File: src/rtl/mips_ctrl_pkg.sv
// rtl/mips_ctrl_pkg.sv - state encoding, opcode/funct constants, ALUOp and PCSrc codes
package mips_ctrl_pkg;

   typedef enum logic [2:0] {
      S_IF   = 3'd0,
      S_ID   = 3'd1,
      S_EXE  = 3'd2,
      S_MEM  = 3'd3,
      S_WB   = 3'd4,
      S_HALT = 3'd5
   } state_t;

   typedef enum logic [2:0] {
      C_ALU     = 3'd0,
      C_LOAD    = 3'd1,
      C_STORE   = 3'd2,
      C_BRANCH  = 3'd3,
      C_JUMP    = 3'd4,
      C_HALT    = 3'd5,
      C_ILLEGAL = 3'd6
   } iclass_t;

   localparam logic [5:0] OP_RTYPE = 6'b000000;
   localparam logic [5:0] OP_ADDI  = 6'b001000;
   localparam logic [5:0] OP_ORI   = 6'b001101;
   localparam logic [5:0] OP_LW    = 6'b100011;
   localparam logic [5:0] OP_SW    = 6'b101011;
   localparam logic [5:0] OP_BEQ   = 6'b000100;
   localparam logic [5:0] OP_BNE   = 6'b000101;
   localparam logic [5:0] OP_J     = 6'b000010;
   localparam logic [5:0] OP_HALT  = 6'b111111;

   localparam logic [5:0] FN_ADD = 6'b100000;
   localparam logic [5:0] FN_SUB = 6'b100010;
   localparam logic [5:0] FN_AND = 6'b100100;
   localparam logic [5:0] FN_OR  = 6'b100101;
   localparam logic [5:0] FN_SLT = 6'b101010;
   localparam logic [5:0] FN_SLL = 6'b000000;

   localparam logic [3:0] ALU_ADD = 4'b0000;
   localparam logic [3:0] ALU_SUB = 4'b0001;
   localparam logic [3:0] ALU_SLL = 4'b0010;
   localparam logic [3:0] ALU_OR  = 4'b0011;
   localparam logic [3:0] ALU_AND = 4'b0100;
   localparam logic [3:0] ALU_SLT = 4'b0101;

   localparam logic [1:0] PC_SEQ    = 2'b00;
   localparam logic [1:0] PC_BRANCH = 2'b01;
   localparam logic [1:0] PC_JUMP   = 2'b10;

endpackage

File: src/rtl/ctrl_decode.sv
// rtl/ctrl_decode.sv - combinational opcode/funct decode into instruction class and static controls
module ctrl_decode
   import mips_ctrl_pkg::*;
#(
   parameter int OP_W = 6
) (
   input  logic [OP_W-1:0] opcode,
   input  logic [OP_W-1:0] funct,
   output iclass_t         iclass,
   output logic [3:0]      alu_op,
   output logic            alu_src_a,
   output logic            alu_src_b,
   output logic            ext_sel,
   output logic            reg_dst,
   output logic            db_data_src
);

   always_comb begin
      iclass      = C_ILLEGAL;
      alu_op      = ALU_ADD;
      alu_src_a   = 1'b0;
      alu_src_b   = 1'b0;
      ext_sel     = 1'b1;
      reg_dst     = 1'b0;
      db_data_src = 1'b0;
      case (opcode)
         OP_W'(OP_RTYPE): begin
            reg_dst = 1'b1;
            iclass  = C_ALU;
            case (funct)
               OP_W'(FN_ADD): alu_op = ALU_ADD;
               OP_W'(FN_SUB): alu_op = ALU_SUB;
               OP_W'(FN_AND): alu_op = ALU_AND;
               OP_W'(FN_OR):  alu_op = ALU_OR;
               OP_W'(FN_SLT): alu_op = ALU_SLT;
               OP_W'(FN_SLL): begin
                  alu_op    = ALU_SLL;
                  alu_src_a = 1'b1;
               end
               default:       iclass = C_ILLEGAL;
            endcase
         end
         OP_W'(OP_ADDI): begin
            iclass    = C_ALU;
            alu_src_b = 1'b1;
         end
         OP_W'(OP_ORI): begin
            iclass    = C_ALU;
            alu_op    = ALU_OR;
            alu_src_b = 1'b1;
            ext_sel   = 1'b0;
         end
         OP_W'(OP_LW): begin
            iclass      = C_LOAD;
            alu_src_b   = 1'b1;
            db_data_src = 1'b1;
         end
         OP_W'(OP_SW): begin
            iclass    = C_STORE;
            alu_src_b = 1'b1;
         end
         OP_W'(OP_BEQ),
         OP_W'(OP_BNE): begin
            iclass = C_BRANCH;
            alu_op = ALU_SUB;
         end
         OP_W'(OP_J):    iclass = C_JUMP;
         OP_W'(OP_HALT): iclass = C_HALT;
         default:        iclass = C_ILLEGAL;
      endcase
   end

endmodule

File: src/rtl/multi_cycle_ctrl.sv
// rtl/multi_cycle_ctrl.sv - multi-cycle CPU control FSM (IF/ID/EXE/MEM/WB/HALT)
// Optional trap on undefined instructions: ILLEGAL_OP_TRAP_EN.
module multi_cycle_ctrl
   import mips_ctrl_pkg::*;
#(
   parameter int ALUOP_W = 4,
   parameter int OP_W    = 6
) (
   input  logic               CLK,
   input  logic               Reset,
   input  logic [OP_W-1:0]    opcode,
   input  logic [OP_W-1:0]    funct,
   input  logic               zero,
   output logic               PCWre,
   output logic               IRWre,
   output logic               InsMemRW,
   output logic               ALUSrcA,
   output logic               ALUSrcB,
   output logic [ALUOP_W-1:0] ALUOp,
   output logic               ExtSel,
   output logic               RegDst,
   output logic               RegWre,
   output logic               DBDataSrc,
   output logic               mRD,
   output logic               mWR,
   output logic [1:0]         PCSrc,
`ifdef ILLEGAL_OP_TRAP_EN
   output logic               illegal_op,
`endif
   output logic               halted
);

   state_t     state_q, state_d;
   logic       halted_q, halted_d;
`ifdef ILLEGAL_OP_TRAP_EN
   logic       illegal_q, illegal_d;
`endif

   iclass_t    iclass;
   logic [3:0] alu_op;
   logic       alu_src_a, alu_src_b, ext_sel, reg_dst, db_data_src;

   logic       pc_wre, ir_wre, ins_mem_rw, reg_wre, m_rd, m_wr, sel_en;
   logic [1:0] pc_src;
   logic       branch_taken;

   ctrl_decode #(.OP_W(OP_W)) u_decode (
      .opcode      (opcode),
      .funct       (funct),
      .iclass      (iclass),
      .alu_op      (alu_op),
      .alu_src_a   (alu_src_a),
      .alu_src_b   (alu_src_b),
      .ext_sel     (ext_sel),
      .reg_dst     (reg_dst),
      .db_data_src (db_data_src)
   );

   assign branch_taken = (opcode == OP_W'(OP_BNE)) ? ~zero : zero;

   always_comb begin
      state_d    = state_q;
      pc_wre     = 1'b0;
      ir_wre     = 1'b0;
      ins_mem_rw = 1'b0;
      reg_wre    = 1'b0;
      m_rd       = 1'b0;
      m_wr       = 1'b0;
      pc_src     = PC_SEQ;
      sel_en     = 1'b0;
      case (state_q)
         S_IF: begin
            ir_wre     = 1'b1;
            ins_mem_rw = 1'b1;
            state_d    = S_ID;
         end
         S_ID: begin
            sel_en = 1'b1;
            case (iclass)
               C_JUMP: begin
                  pc_wre  = 1'b1;
                  pc_src  = PC_JUMP;
                  state_d = S_IF;
               end
               C_HALT: state_d = S_HALT;
               C_ILLEGAL: begin
`ifdef ILLEGAL_OP_TRAP_EN
                  state_d = S_HALT;
`else
                  // Unknown instruction retires as a NOP straight from decode
                  pc_wre  = 1'b1;
                  state_d = S_IF;
`endif
               end
               default: state_d = S_EXE;
            endcase
         end
         S_EXE: begin
            sel_en = 1'b1;
            case (iclass)
               C_ALU:   state_d = S_WB;
               C_LOAD,
               C_STORE: state_d = S_MEM;
               C_BRANCH: begin
                  pc_wre  = 1'b1;
                  pc_src  = branch_taken ? PC_BRANCH : PC_SEQ;
                  state_d = S_IF;
               end
               default: state_d = S_IF;
            endcase
         end
         S_MEM: begin
            sel_en = 1'b1;
            if (iclass == C_LOAD) begin
               m_rd    = 1'b1;
               state_d = S_WB;
            end else begin
               m_wr    = 1'b1;
               pc_wre  = 1'b1;
               state_d = S_IF;
            end
         end
         S_WB: begin
            sel_en  = 1'b1;
            reg_wre = 1'b1;
            pc_wre  = 1'b1;
            state_d = S_IF;
         end
         S_HALT:  state_d = S_HALT;
         default: state_d = S_IF;
      endcase
      halted_d = (state_d == S_HALT);
   end

`ifdef ILLEGAL_OP_TRAP_EN
   assign illegal_d = illegal_q | ((state_q == S_ID) && (iclass == C_ILLEGAL));
`endif

   always_ff @(posedge CLK or negedge Reset) begin
      if (!Reset) begin
         state_q   <= S_IF;
         halted_q  <= 1'b0;
`ifdef ILLEGAL_OP_TRAP_EN
         illegal_q <= 1'b0;
`endif
      end else begin
         state_q   <= state_d;
         halted_q  <= halted_d;
`ifdef ILLEGAL_OP_TRAP_EN
         illegal_q <= illegal_d;
`endif
      end
   end

   // Reset is folded in combinationally so enables drop the moment Reset falls
   assign PCWre     = Reset & pc_wre;
   assign IRWre     = Reset & ir_wre;
   assign InsMemRW  = Reset & ins_mem_rw;
   assign RegWre    = Reset & reg_wre;
   assign mRD       = Reset & m_rd;
   assign mWR       = Reset & m_wr;
   assign PCSrc     = Reset ? pc_src : PC_SEQ;

   assign ALUSrcA   = Reset & sel_en & alu_src_a;
   assign ALUSrcB   = Reset & sel_en & alu_src_b;
   assign ExtSel    = Reset & sel_en & ext_sel;
   assign RegDst    = Reset & sel_en & reg_dst;
   assign DBDataSrc = Reset & sel_en & db_data_src;
   assign ALUOp     = (Reset & sel_en) ? ALUOP_W'(alu_op) : '0;

   assign halted    = halted_q;
`ifdef ILLEGAL_OP_TRAP_EN
   assign illegal_op = illegal_q;
`endif

endmodule
File: config.mk
export PLATFORM = sky130hd
export DESIGN_NAME = multi_cycle_ctrl
export DESIGN_NICKNAME = d
export VERILOG_FILES = /design/src/rtl/mips_ctrl_pkg.sv /design/src/rtl/ctrl_decode.sv /design/src/rtl/multi_cycle_ctrl.sv
export SDC_FILE = /design/constraint.sdc
export NUM_CORES = 1
export LEC_CHECK = 0
export CAP_MARGIN = 15
export CORE_ASPECT_RATIO = 1.25
export CORE_MARGIN = 1
export CORE_UTILIZATION = 44
export CTS_CLUSTER_DIAMETER = 120
export CTS_CLUSTER_SIZE = 24
export DETAILED_ROUTE_END_ITERATION = 6
export HOLD_SLACK_MARGIN = 0.05
export PLACE_DENSITY = 0.86
export SLEW_MARGIN = 20
export SYNTH_ARGS = -nofsm -noshare
export SYNTH_HDL_FRONTEND = slang
export SYNTH_SLANG_ARGS = --single-unit
File: constraint.sdc
create_clock -name CLK -period 3 [get_ports CLK]
set_input_delay 0.45 -clock CLK [delete_from_list [all_inputs] [get_ports CLK]]
set_output_delay 0.45 -clock CLK [all_outputs]
set_load 0.005 [all_outputs]
Word level (Yosys, flattened, before mapping)

Cells that the tools add are included.

Register bits after elaboration: 4
Input port bits: 15
Output and inout port bits: 18

Eq/ne operators: 25
Mux-type cells: 31
Bitwise operators: 12
Reductions and logical operators: 11

Operator list:

| cell                 | count |
|---|---|
| $eq A6 B6 Y1 const B | 8 |
| $pmux W3 S5          | 2 |
| $pmux W3 S7          | 1 |
| $eq A3 B3 Y1 const B | 6 |
| $mux W1              | 18 |
| $eq A3 B2 Y1 const B | 4 |
| $eq A6 B3 Y1 const B | 2 |
| $eq A6 B4 Y1 const B | 2 |
| $logic_not A6 Y1     | 2 |
| $pmux W3 S2          | 2 |
| $pmux W4 S3          | 1 |
| $and A1 B1 Y1        | 11 |
| $reduce_or A2 Y1     | 4 |
| $reduce_or A4 Y1     | 2 |
| $eq A3 B1 Y1 const B | 2 |
| $eq A6 B2 Y1 const B | 1 |
| $logic_not A3 Y1     | 2 |
| $mux W3              | 2 |
| $reduce_or A6 Y1     | 1 |
| $mux W2              | 2 |
| $mux W4              | 1 |
| $pmux W1 S4          | 1 |
| $pmux W2 S2          | 1 |
| $not A1 Y1           | 1 |

Depth between registers and ports, before layout

Depth after elaboration: 9
Mapped depth: 7
Mapped depth without buffers: 5

Modules after synthesis

From an unflattened synthesis, not the netlist that was laid out.

Cells, all modules: 129
Area total of the unflattened synthesis: 904.6 um^2

Modules (own cells, without submodules):

| module           | instances | cells each | area each (um^2) |
|---|---|---|---|
| multi_cycle_ctrl | 1         | 67         | 528.0 |
| ctrl_decode      | 1         | 62         | 376.6 |

Worst setup path before layout

No wires, ideal clock.

Path kind: input port to output port
Start: input opcode[5]
End: output ALUSrcA
Data arrival time: 1969 ps
Required time: 2550 ps
Slack: 581 ps
Stages on the path: 6
Path buffers: 2
Path through: buf_6 > or2_0 > buf_6 > or3_4 > or4_4 > nor4b_2

Cells in the longest elaborated chain, start to end: 3

Ends and longest elaborated chain:

| item               | RTL line                | source |
|---|---|---|
| start: declaration | multi_cycle_ctrl.sv:11  | `input logic [OP_W-1:0] opcode,` |
| $logic_not A6 Y1   | ctrl_decode.sv:26       | `case (opcode)` |
| $mux W1            | ctrl_decode.sv:26       |  |
| $and A1 B1 Y1      | multi_cycle_ctrl.sv:164 | `assign ALUSrcA = Reset & sel_en & alu_src_a;` |
| end: declaration   | multi_cycle_ctrl.sv:17  | `output logic ALUSrcA,` |

No other way between the ends.

Worst setup path after layout

Same ends and word-level chain as after synthesis.

==> flow_metrics.tcl <==
set metrics [dict create \
    place_congestion 0.819 \
    dp_hpwl_mm 1.72 \
    clock_latency_ps 240 \
    ys_types 44 \
    viasPerCell 5.89 \
    antenna_found_initial 0 \
    grtUsageTotal_pct 26.1 \
    syn-cell-area_sq_um 746 \
    grt_pass1_vias 912 \
    finalMaxSlewViolations 0 \
    area_growth_pct 57.4 \
    portBuffers 31 \
    fp.dieH_um 48.0 \
    synth_common_cells "nor2_1 (14), nand2_1 (10), a21oi_1 (6), nor3_1 (6)" \
    cts.clk_slew.worst_paths_ps 40 \
    cts_tree "yes" \
    p_per_area_mw_per_mm2 315 \
    cts.htree.levels 1 \
    fin_worst_skew_ps 6.67 \
    die_w_um 38.8 \
    design_area_sq_mm 0.00117 \
    grt_setup_unrepaired "false" \
    postSynthCellCount 110 \
    fin_nets 167 \
    place_area_sq_mm 0.00114 \
    grt_overflow 0 \
    cts_sinks 4 \
    synth-seq-cells 4 \
    ys_warn_count 0 \
    critPathSlowestCell "clkdlybuf4s50_1" \
    dr.pass1.iters 4 \
    max_stage_delay_ps 440 \
    crit_start "opcode[5]" \
    max_cap_violations 0 \
    setup_ws_ps 91.5 \
    cts_buffer_depth 2 \
    synth.most_common_cell "nor2_1" \
    post_cts.repair.setup_buffers 0 \
    ir_drop_v 0.000387 \
    status "finished clean" \
    synth_nets 125 \
    grt_pass1_wl_mm 3.52 \
    drt_iter0_drc 28 \
    total_power_uw 369 \
    coreArea_sq_mm 0.00158 \
    root_buffer "clkbuf_4" \
    start_util_pct 47.2 \
    yosys.area.top_type "dfrtp_1" \
    drcViolationCount 0 \
    drive_gt1_share_pct 18.7 \
    min_period_ps 2910 \
    critPathCaptureType "primary output" \
    synth_ff_type "dfrtp_1" \
    place_ws_ps -186 \
    die_area_sq_mm 0.00186 \
    r2r_start "state_q[2]" \
    worst_setup_path_start_kind "primary input" \
    worstPathCellList "clkdlybuf4s50_1 -> or2_1 -> or3_4 -> or4_4 -> nor4b_2 -> dlygate4sd2_1" \
    vias 989 \
    period_share_pct 97.0 \
    syn_avg_cell_area_sq_um 6.78 \
    final_antenna_net_count 0 \
    cp.required_ps 2550 \
    p_leak_nw 0.462 \
    netlist.area_leader.share_pct 13.4 \
    criticalPathCategory "in2out" \
    ys_seq_area_share_pct 13.4 \
    cts.hold.buffers_added 0 \
    cp_data_arrival_time_ps 2460 \
    fmax_ghz 0.344 \
    critPathMaxFanout 2 \
    wl_per_cell_um 13.8 \
    synth_edf_count 0 \
    grt_max_degree 14 \
    hold_class "in2async" \
    synth_area_leaders "dfrtp_1 (13%), nor2_1 (7.0%), nand2_1 (5.0%)" \
    setup_violations 0 \
    hold_viol_final 0 \
    async_reset_ff_share_pct 100 \
    num_io_pins 33 \
    wl_mm 2.32 \
    holdWs_ps 537 \
    numCtsBuffers 3 \
    n_antenna_cell 0 \
    rows 16 \
]
[routing by layer]
| metal | vias to the layer above | GRT usage [%] | wire, um |
|---|---|---|---|
| met5 | - | 0 | 0 |
| met4 | 0 | 4.83 | 0 |
| met3 | 0 | 4.19 | 152 |
| met2 | 42 | 51.3 | 1250 |
| met1 | 463 | 29.1 | 913 |
| li1 | 484 | - | - |
[critical path, delay by kind of cell]
family	cells	cell delay [ps]
AND/OR/NAND/NOR	4	1300
buffers and inverters	2	700
[repair_timing]
item,CTS,global route
gates resized for setup,6,2
pin swaps,2,0
setup endpoints to repair,3,1
[path summary, 6_finish.rpt]
| kind | endpoint | slack, ps | cells after the start |
|---|---|---|---|
| max reg2reg | state_q[0] | 1630 | 3 |
| max | ALUSrcA | 90 | 6 |
| max in group asynchronous | state_q[1] | 2350 | 2 |
| min in group CLK | state_q[0] | 630 | 2 |
| min | state_q[0] | 540 | 2 |
| min reg2reg | state_q[0] | 630 | 2 |
[power by group]
part	internal (mW)	switching, mW	total (mW)
clock network	0.0447	0.0218	0.0665
logic	0.123	0.107	0.230
registers	0.0642	0.00843	0.0726
[sequential cells by signal, indices dropped and copies added, names as in the netlist]
register	flops
halted	1
state_q	3
[cells in the final DEF, fill, tap and decap left out, drive strengths merged, types with 3 or more instances in the layout]
cell type	n
clkdlybuf4s50	28
buf	17
nor2	14
nand2	10
a21oi	6
nor3	6
nor2b	5
nand3	5
o21ai	5
dfrtp	4
or3	4
nand2b	3
o22ai	3
clkbuf	3
nor4b	3
[cell type report]
class | instances | area, sq um
inverter | 2 | 7.51
fill | 137 | 408
multi-input combinational | 93 | 583
clock buffer | 3 | 22.5
sequential | 4 | 100
tap | 18 | 22.5
timing repair buffer | 48 | 438
[cell families after synthesis]
kind of cell	share of synthesized area, %
AO/OA/AOI/OAI	19.1
other	0.503
adder cells (fa/ha/maj)	1.34
buffers and inverters	10.2
multiplexers	1.51
XOR/XNOR	2.35
AND/OR/NAND/NOR	51.5
flip-flops	13.4
[per-stage QoR]
stage,cells,util (%),setup TNS (ps)
2_1_floorplan,110,-,0
3_3_place_gp,165,71.9,-259
3_5_place_dp,165,71.9,-342
4_1_cts,168,74.1,0
5_1_grt,168,74.2,0
6_report,168,74.2,0
Note: power is estimated with default switching activity, not from simulation.
